File: src/rtl/lsq_ram_pkg.sv
// Shared types and helpers for the LSQ multi-port side-table RAM.
package lsq_ram_pkg;

   typedef enum logic [1:0] {
      ST_RESET = 2'd0,
      ST_SWEEP = 2'd1,
      ST_READY = 2'd2
   } ram_state_e;

   // Partition number is the top part_bits of an index-bit address.
   function automatic int unsigned part_of(input logic [31:0] addr,
                                           input int unsigned index,
                                           input int unsigned part_bits);
      return 32'(addr >> (index - part_bits));
   endfunction

   // Value a row takes during the sweep; callers slice to the entry width.
   function automatic logic [31:0] reset_value(input logic [31:0] row,
                                               input int unsigned seq_start);
      return (seq_start != 32'd0) ? row : 32'd0;
   endfunction

endpackage

File: src/rtl/lsq_ram_reset_seq.sv
// Reset sequencer: walks one row per partition per cycle, then raises ready.
module lsq_ram_reset_seq
   import lsq_ram_pkg::*;
#(
   parameter int ROW_BITS   = 3,
   parameter int PART_DEPTH = 8
) (
   input  logic                clk,
   input  logic                reset,
   output logic                sweep_en,
   output logic [ROW_BITS-1:0] sweep_row,
   output logic                ready_o
);

   localparam logic [ROW_BITS-1:0] ROW_ONE  = ROW_BITS'(1);
   localparam logic [ROW_BITS-1:0] ROW_LAST = ROW_BITS'(PART_DEPTH - 1);

   ram_state_e          state;
   ram_state_e          state_next;
   logic [ROW_BITS-1:0] cnt;
   logic [ROW_BITS-1:0] cnt_next;

   // State, counter and ready register.
   always_ff @(posedge clk) begin
      if (reset) begin
         state   <= ST_RESET;
         cnt     <= '0;
         ready_o <= 1'b0;
      end else begin
         state   <= state_next;
         cnt     <= cnt_next;
         ready_o <= (state_next == ST_READY);
      end
   end

   // Next-state and sweep counter logic.
   always_comb begin
      state_next = state;
      cnt_next   = cnt;
      case (state)
         ST_RESET: begin
            state_next = ST_SWEEP;
            cnt_next   = '0;
         end
         ST_SWEEP: begin
            cnt_next = cnt + ROW_ONE;
            if (cnt == ROW_LAST) begin
               state_next = ST_READY;
            end else begin
               state_next = ST_SWEEP;
            end
         end
         ST_READY: begin
            state_next = ST_READY;
         end
         default: begin
            state_next = ST_RESET;
            cnt_next   = '0;
         end
      endcase
   end

   assign sweep_en  = (state == ST_SWEEP);
   assign sweep_row = cnt;

endmodule

File: src/rtl/lsq_multiport_ram.sv
// Multi-write/multi-read LSQ side-table RAM with port/partition gating and a reset sweep.
// Optional same-cycle write-to-read bypass is built when LSQ_RAM_BYPASS_EN is defined.
module lsq_multiport_ram
   import lsq_ram_pkg::*;
#(
   parameter int DEPTH     = 32,
   parameter int INDEX     = 5,
   parameter int WIDTH     = 8,
   parameter int NUM_WR    = 4,
   parameter int NUM_RD    = 2,
   parameter int NUM_PARTS = 4,
   parameter int SEQ_START = 0
) (
   input  logic                             clk,
   input  logic                             reset,
   input  logic [NUM_WR-1:0]                wrEn_i,
   input  logic [NUM_WR-1:0][INDEX-1:0]     addrWr_i,
   input  logic [NUM_WR-1:0][WIDTH-1:0]     dataWr_i,
   input  logic [NUM_WR-1:0]                wrPortGated_i,
   input  logic [NUM_PARTS-1:0]             partGated_i,
   input  logic [NUM_RD-1:0][INDEX-1:0]     addrRd_i,
   output logic [NUM_RD-1:0][WIDTH-1:0]     dataRd_o,
   output logic                             ready_o,
   output logic                             wrDropped_o
);

   localparam int PART_BITS  = $clog2(NUM_PARTS);
   localparam int ROW_BITS   = INDEX - PART_BITS;
   localparam int PART_DEPTH = DEPTH / NUM_PARTS;

   logic [WIDTH-1:0]    ram [DEPTH];
   logic                sweep_en;
   logic [ROW_BITS-1:0] sweep_row;
   logic [NUM_WR-1:0]   accept;
   logic [NUM_WR-1:0]   dropped;

   lsq_ram_reset_seq #(
      .ROW_BITS   (ROW_BITS),
      .PART_DEPTH (PART_DEPTH)
   ) u_reset_seq (
      .clk       (clk),
      .reset     (reset),
      .sweep_en  (sweep_en),
      .sweep_row (sweep_row),
      .ready_o   (ready_o)
   );

   // Per-port acceptance; an enabled ungated-port write that is not accepted is a drop.
   always_comb begin
      accept  = '0;
      dropped = '0;
      for (int p = 0; p < NUM_WR; p++) begin
         if (wrEn_i[p] && !wrPortGated_i[p]) begin
            if (ready_o && !partGated_i[PART_BITS'(part_of(32'(addrWr_i[p]), INDEX, PART_BITS))]) begin
               accept[p] = 1'b1;
            end else begin
               dropped[p] = 1'b1;
            end
         end else begin
            accept[p]  = 1'b0;
            dropped[p] = 1'b0;
         end
      end
   end

   // Array update: sweep rows in every partition, else ordered port writes (later port wins).
   always_ff @(posedge clk) begin
      if (!reset) begin
         if (sweep_en) begin
            for (int q = 0; q < NUM_PARTS; q++) begin
               logic [INDEX-1:0] row_addr;
               logic [31:0]      rv;
               row_addr      = {PART_BITS'(q), sweep_row};
               rv            = reset_value(32'(row_addr), SEQ_START);
               ram[row_addr] <= rv[WIDTH-1:0];
            end
         end else begin
            for (int p = 0; p < NUM_WR; p++) begin
               if (accept[p]) begin
                  ram[addrWr_i[p]] <= dataWr_i[p];
               end
            end
         end
      end
   end

   // Drop indication, one cycle after the discarded write.
   always_ff @(posedge clk) begin
      if (reset) begin
         wrDropped_o <= 1'b0;
      end else begin
         wrDropped_o <= |dropped;
      end
   end

   // Read muxes: zero while not ready or when the partition is gated.
   always_comb begin
      dataRd_o = '0;
      for (int k = 0; k < NUM_RD; k++) begin
         if (ready_o && !partGated_i[PART_BITS'(part_of(32'(addrRd_i[k]), INDEX, PART_BITS))]) begin
            dataRd_o[k] = ram[addrRd_i[k]];
`ifdef LSQ_RAM_BYPASS_EN
            for (int p = 0; p < NUM_WR; p++) begin
               if (accept[p] && (addrWr_i[p] == addrRd_i[k])) begin
                  dataRd_o[k] = dataWr_i[p];
               end
            end
`endif
         end else begin
            dataRd_o[k] = '0;
         end
      end
   end

endmodule

File: config.mk
export PLATFORM = sky130hd
export DESIGN_NAME = lsq_multiport_ram
export DESIGN_NICKNAME = d
export VERILOG_FILES = /design/src/rtl/lsq_ram_pkg.sv /design/src/rtl/lsq_ram_reset_seq.sv /design/src/rtl/lsq_multiport_ram.sv
export SDC_FILE = /design/constraint.sdc
export NUM_CORES = 1
export LEC_CHECK = 0
export BUFFER_PORTS_ARGS = -buffer_cell sky130_fd_sc_hd__clkbuf_2
export CORE_MARGIN = 1
export CORE_UTILIZATION = 45
export CTS_CLUSTER_DIAMETER = 100
export DETAILED_ROUTE_END_ITERATION = 7
export GPL_TIMING_DRIVEN = 0
export SYNTH_ARGS = -nofsm -noshare
export SYNTH_HDL_FRONTEND = slang
export SYNTH_SLANG_ARGS = --single-unit
File: constraint.sdc
create_clock -name clk -period 2.6 [get_ports clk]
set_input_delay 0.13 -clock clk [delete_from_list [all_inputs] [get_ports clk]]
set_output_delay 0.13 -clock clk [all_outputs]
set_load 0.05 [all_outputs]
==> metrics.csv <==
metric;value;unit
synth.net_count;2237;
routed_wl;137000;um
totalPowerFinal;10.8;mW
min_period_over_period;110;%
dp_cells;2890;
die_height;226;um
xor_xnor_share_of_the_synthesized_area;0;%
syn_to_final_growth;33.1;%
cts_made_buffers;29;
grt_pass1_vias;22212;
postSynthCellCount;2159;
detailedPlacementHpwl;104000;um
endpoint_kind;output port;
globalplace.congestion;1.12;
start_util;45.8;%
setup_viol;54;
grt_pass1_wl;181000;um
grt.total_usage;52.6;%
syn_avg_cell_area;10.4;um^2
multi_input_comb_area;0.0165;mm^2
critPathBufInv;1;
post_synth_simple_gate_area;14.1;%
synth.yosys.warnings;0;
number_of_placed_i_o_pins;94;
maxSlewViolCount;0;
path_common_cell;sky130_fd_sc_hd__mux4_2;
postLayoutSetupSlackWorst;-252;ps
antenna_left;0;
layout_min_cycle_time;2850;ps
fillerInstances;3991;
clk_pin_slew;60;ps
failing_checks;DRC, setup timing;
timing.critical_path.fanout_max;2;
finClkSkew;12.2;ps
cp_cell_sequence;mux4_2 -> mux4_2 -> mux2i_2 -> nor2_1 -> clkbuf_8;
setup.worst_path.class;register to output port;
drt_first_iter_violations;5275;
cp_slowest_cell;sky130_fd_sc_hd__mux4_2;
largest_family_of_logic_cells_by_synthesized_area;multiplexers;
report.final.hold_viol_count;0;
clk-insertion-delay-late;580;ps
tritoncts;built;
area.sequential;0.00784;mm^2
rsz0062_at_grt;yes;
crit_family;multiplexers;
setup.worst_path.start_class;register;
hp-class;input port to register;
globalRouteOverflowTotal;0;
drive_above_1_share;45.2;%
synthArstFlopShare;0;%
coreArea;0.0492;mm^2
synth_ff_type;sky130_fd_sc_hd__edfxtp_1;
number_of_flops_mapped_to_enable_cells_by_yosys;256;
finalNetCount;2472;
required;2470;ps
grt_max_degree;15;
drt_pre_antenna_iters;8;
drt_drc_violations_left;33;
synth_compound_gate_area_share;22.7;%
post_drt_wl_per_cell;44.2;um
synth_seq_cells;263;
die_w;226;um
cp.arrival;2720;ps
placement_rows;81;
mappedNetlistArea;0.0225;mm^2
die_area;0.0509;mm^2
route.detailed.vias_per_inst;8.00;
seq_total_area_yosys;34.8;%
clock_tree.root_cell;sky130_fd_sc_hd__clkbuf_16;
p_per_area;359;mW/mm^2
slowest_delay;610;ps
yosys.area_share.adder;0.111;%
utilization;61.0;%
routed-via-count;24749;
timing.fmax;351;MHz
timing.max_cap.violations;0;
port_buffers;67;
max_slew.worst_pin.slew;1260;ps
initial_antenna_violation_count;24;
ys_types;86;
status;finished with violations;
max-clock-path-buffers;3;
vdd_drop_max;0.000511;V
cts.htree.levels;1;
layout_commonest_cell;sky130_fd_sc_hd__edfxtp_1;
power_leakage;10.4;nW
layout.cells.most_common_list;256 x sky130_fd_sc_hd__edfxtp_1, 163 x sky130_fd_sc_hd__mux4_2, 136 x sky130_fd_sc_hd__nor2_1, 126 x sky130_fd_sc_hd__buf_4, 107 x sky130_fd_sc_hd__nand2_1;
synth.area.mux_share;23.4;%
layoutNonFillerInstCount;3095;
timing.max_slew.rel_slack;16.3;%
clock_sink_count;263;
==> cell families (layout without fill, tap and decap cells) <==
group | after synthesis | after routing
AOI/OAI and AO/OA | 720 | 721
and+or+nand+nor | 602 | 602
muxes | 315 | 315
DFF | 263 | 263
buffers and inverters | 257 | 513
adders and majority gates | 2 | 2
other | 0 | 15
==> sequential cells by signal, indices dropped and copies added (netlist names) <==
name and cells:
u_reset_seq.state 2, ram 256, wrDropped_o 1, u_reset_seq.ready_o 1
u_reset_seq.sweep_row 3
==> final timing paths <==
| check | start | end | slack [ps] | cells after the start |
|---|---|---|---|---|
| worst max-delay path | ram[1][6]$_DFFE_PP_ | dataRd_o[6] | -250 | 5 |
| worst min-delay path | dataWr_i[28] | ram[1][4]$_DFFE_PP_ | 30 | 3 |
| worst min register to register | u_reset_seq.state[0]$_SDFF_PP0_ | u_reset_seq.state[0]$_SDFF_PP0_ | 450 | 1 |
| worst max register to register | u_reset_seq.state[0]$_SDFF_PP0_ | ram[21][6]$_DFFE_PP_ | -200 | 9 |
==> synthesized netlist by cell type, types with 10 or more instances <==
cell type	instances	area (um^2)
sky130_fd_sc_hd__edfxtp_1	256	7690
sky130_fd_sc_hd__clkbuf_1	167	627
sky130_fd_sc_hd__mux4_2	163	3670
sky130_fd_sc_hd__nor2_1	154	578
sky130_fd_sc_hd__nand2_1	149	559
sky130_fd_sc_hd__o221ai_1	143	1250
sky130_fd_sc_hd__o21ai_0	132	661
sky130_fd_sc_hd__a21oi_1	113	566
sky130_fd_sc_hd__mux2i_1	94	941
sky130_fd_sc_hd__mux2_2	58	653
sky130_fd_sc_hd__o211ai_1	56	420
sky130_fd_sc_hd__o22ai_1	53	332
sky130_fd_sc_hd__buf_2	50	250
sky130_fd_sc_hd__nand3_1	50	250
sky130_fd_sc_hd__a22oi_1	46	345
sky130_fd_sc_hd__nand4_1	42	263
sky130_fd_sc_hd__a211oi_1	33	248
sky130_fd_sc_hd__nand2b_1	26	163
sky130_fd_sc_hd__buf_1	21	78.8
sky130_fd_sc_hd__nor2b_1	21	131
sky130_fd_sc_hd__and2_1	20	125
sky130_fd_sc_hd__and3_1	19	119
sky130_fd_sc_hd__nor3_1	16	80.1
sky130_fd_sc_hd__a221oi_1	15	131
sky130_fd_sc_hd__nor4_1	14	87.6
sky130_fd_sc_hd__a31oi_1	13	81.3
sky130_fd_sc_hd__a22o_1	12	105
sky130_fd_sc_hd__o21ai_1	11	55.1
sky130_fd_sc_hd__o31ai_1	11	82.6
sky130_fd_sc_hd__a2bb2oi_1	10	87.6
sky130_fd_sc_hd__buf_6	10	113
==> tightest hold or removal path: cells and delay by family <==
family / cells / cell delay, ps
compound gates: 1 / 70
buf+inv: 1 / 200
simple gates: 1 / 90
==> routing by layer <==
metal,wire (um),track usage (%)
met1,48500,65.6
met2,51000,68.3
met3,24200,29.1
met4,12800,35.6
met5,501,3.13
==> cell type report <==
cell class	count	area share (%)
multi-input combinational	1640	55.2
sequential	263	26.2
timing repair buffer	225	7.59
buffer	229	4.77
tap	664	2.77
clock buffer	32	2.46
clock inverter	21	0.906
antenna	15	0.125
inverter	6	0.0751
==> metrics by stage <==
| stage | hold WS (ps) | setup slack, ps | TNS (ps) | area, um^2 |
|---|---|---|---|---|
| final | 33.0 | -252 | -4310 | 30000 |
| after global routing | 68.4 | -241 | -6510 | 29900 |
| after CTS | 21.5 | -172 | -2470 | 28400 |
| after detailed placement | 500 | -1290 | -449630 | 23800 |
| after global placement | 486 | -1480 | -498130 | 23800 |
| after floorplan | 339 | -28.3 | -227 | 22600 |
==> power by group <==
part | leakage [nW] | total, mW | switching, mW | internal, mW
Sequential | 2.66 | 4.65 | 0.0219 | 4.63
Clock | 0.480 | 4.44 | 1.80 | 2.64
Combinational | 7.28 | 1.68 | 1.09 | 0.591
Total | 10.4 | 10.8 | 2.91 | 7.86
==> repair_timing <==
item	4_1_cts	5_1_grt
setup buffers	112	41
pin swaps	69	53
endpoints found under the hold margin	1	0
cloned	0	5
setup endpoints to repair	528	505
hold buffers	2	0
gates resized for setup	589	289
Note: power is estimated with default switching activity, not from simulation.
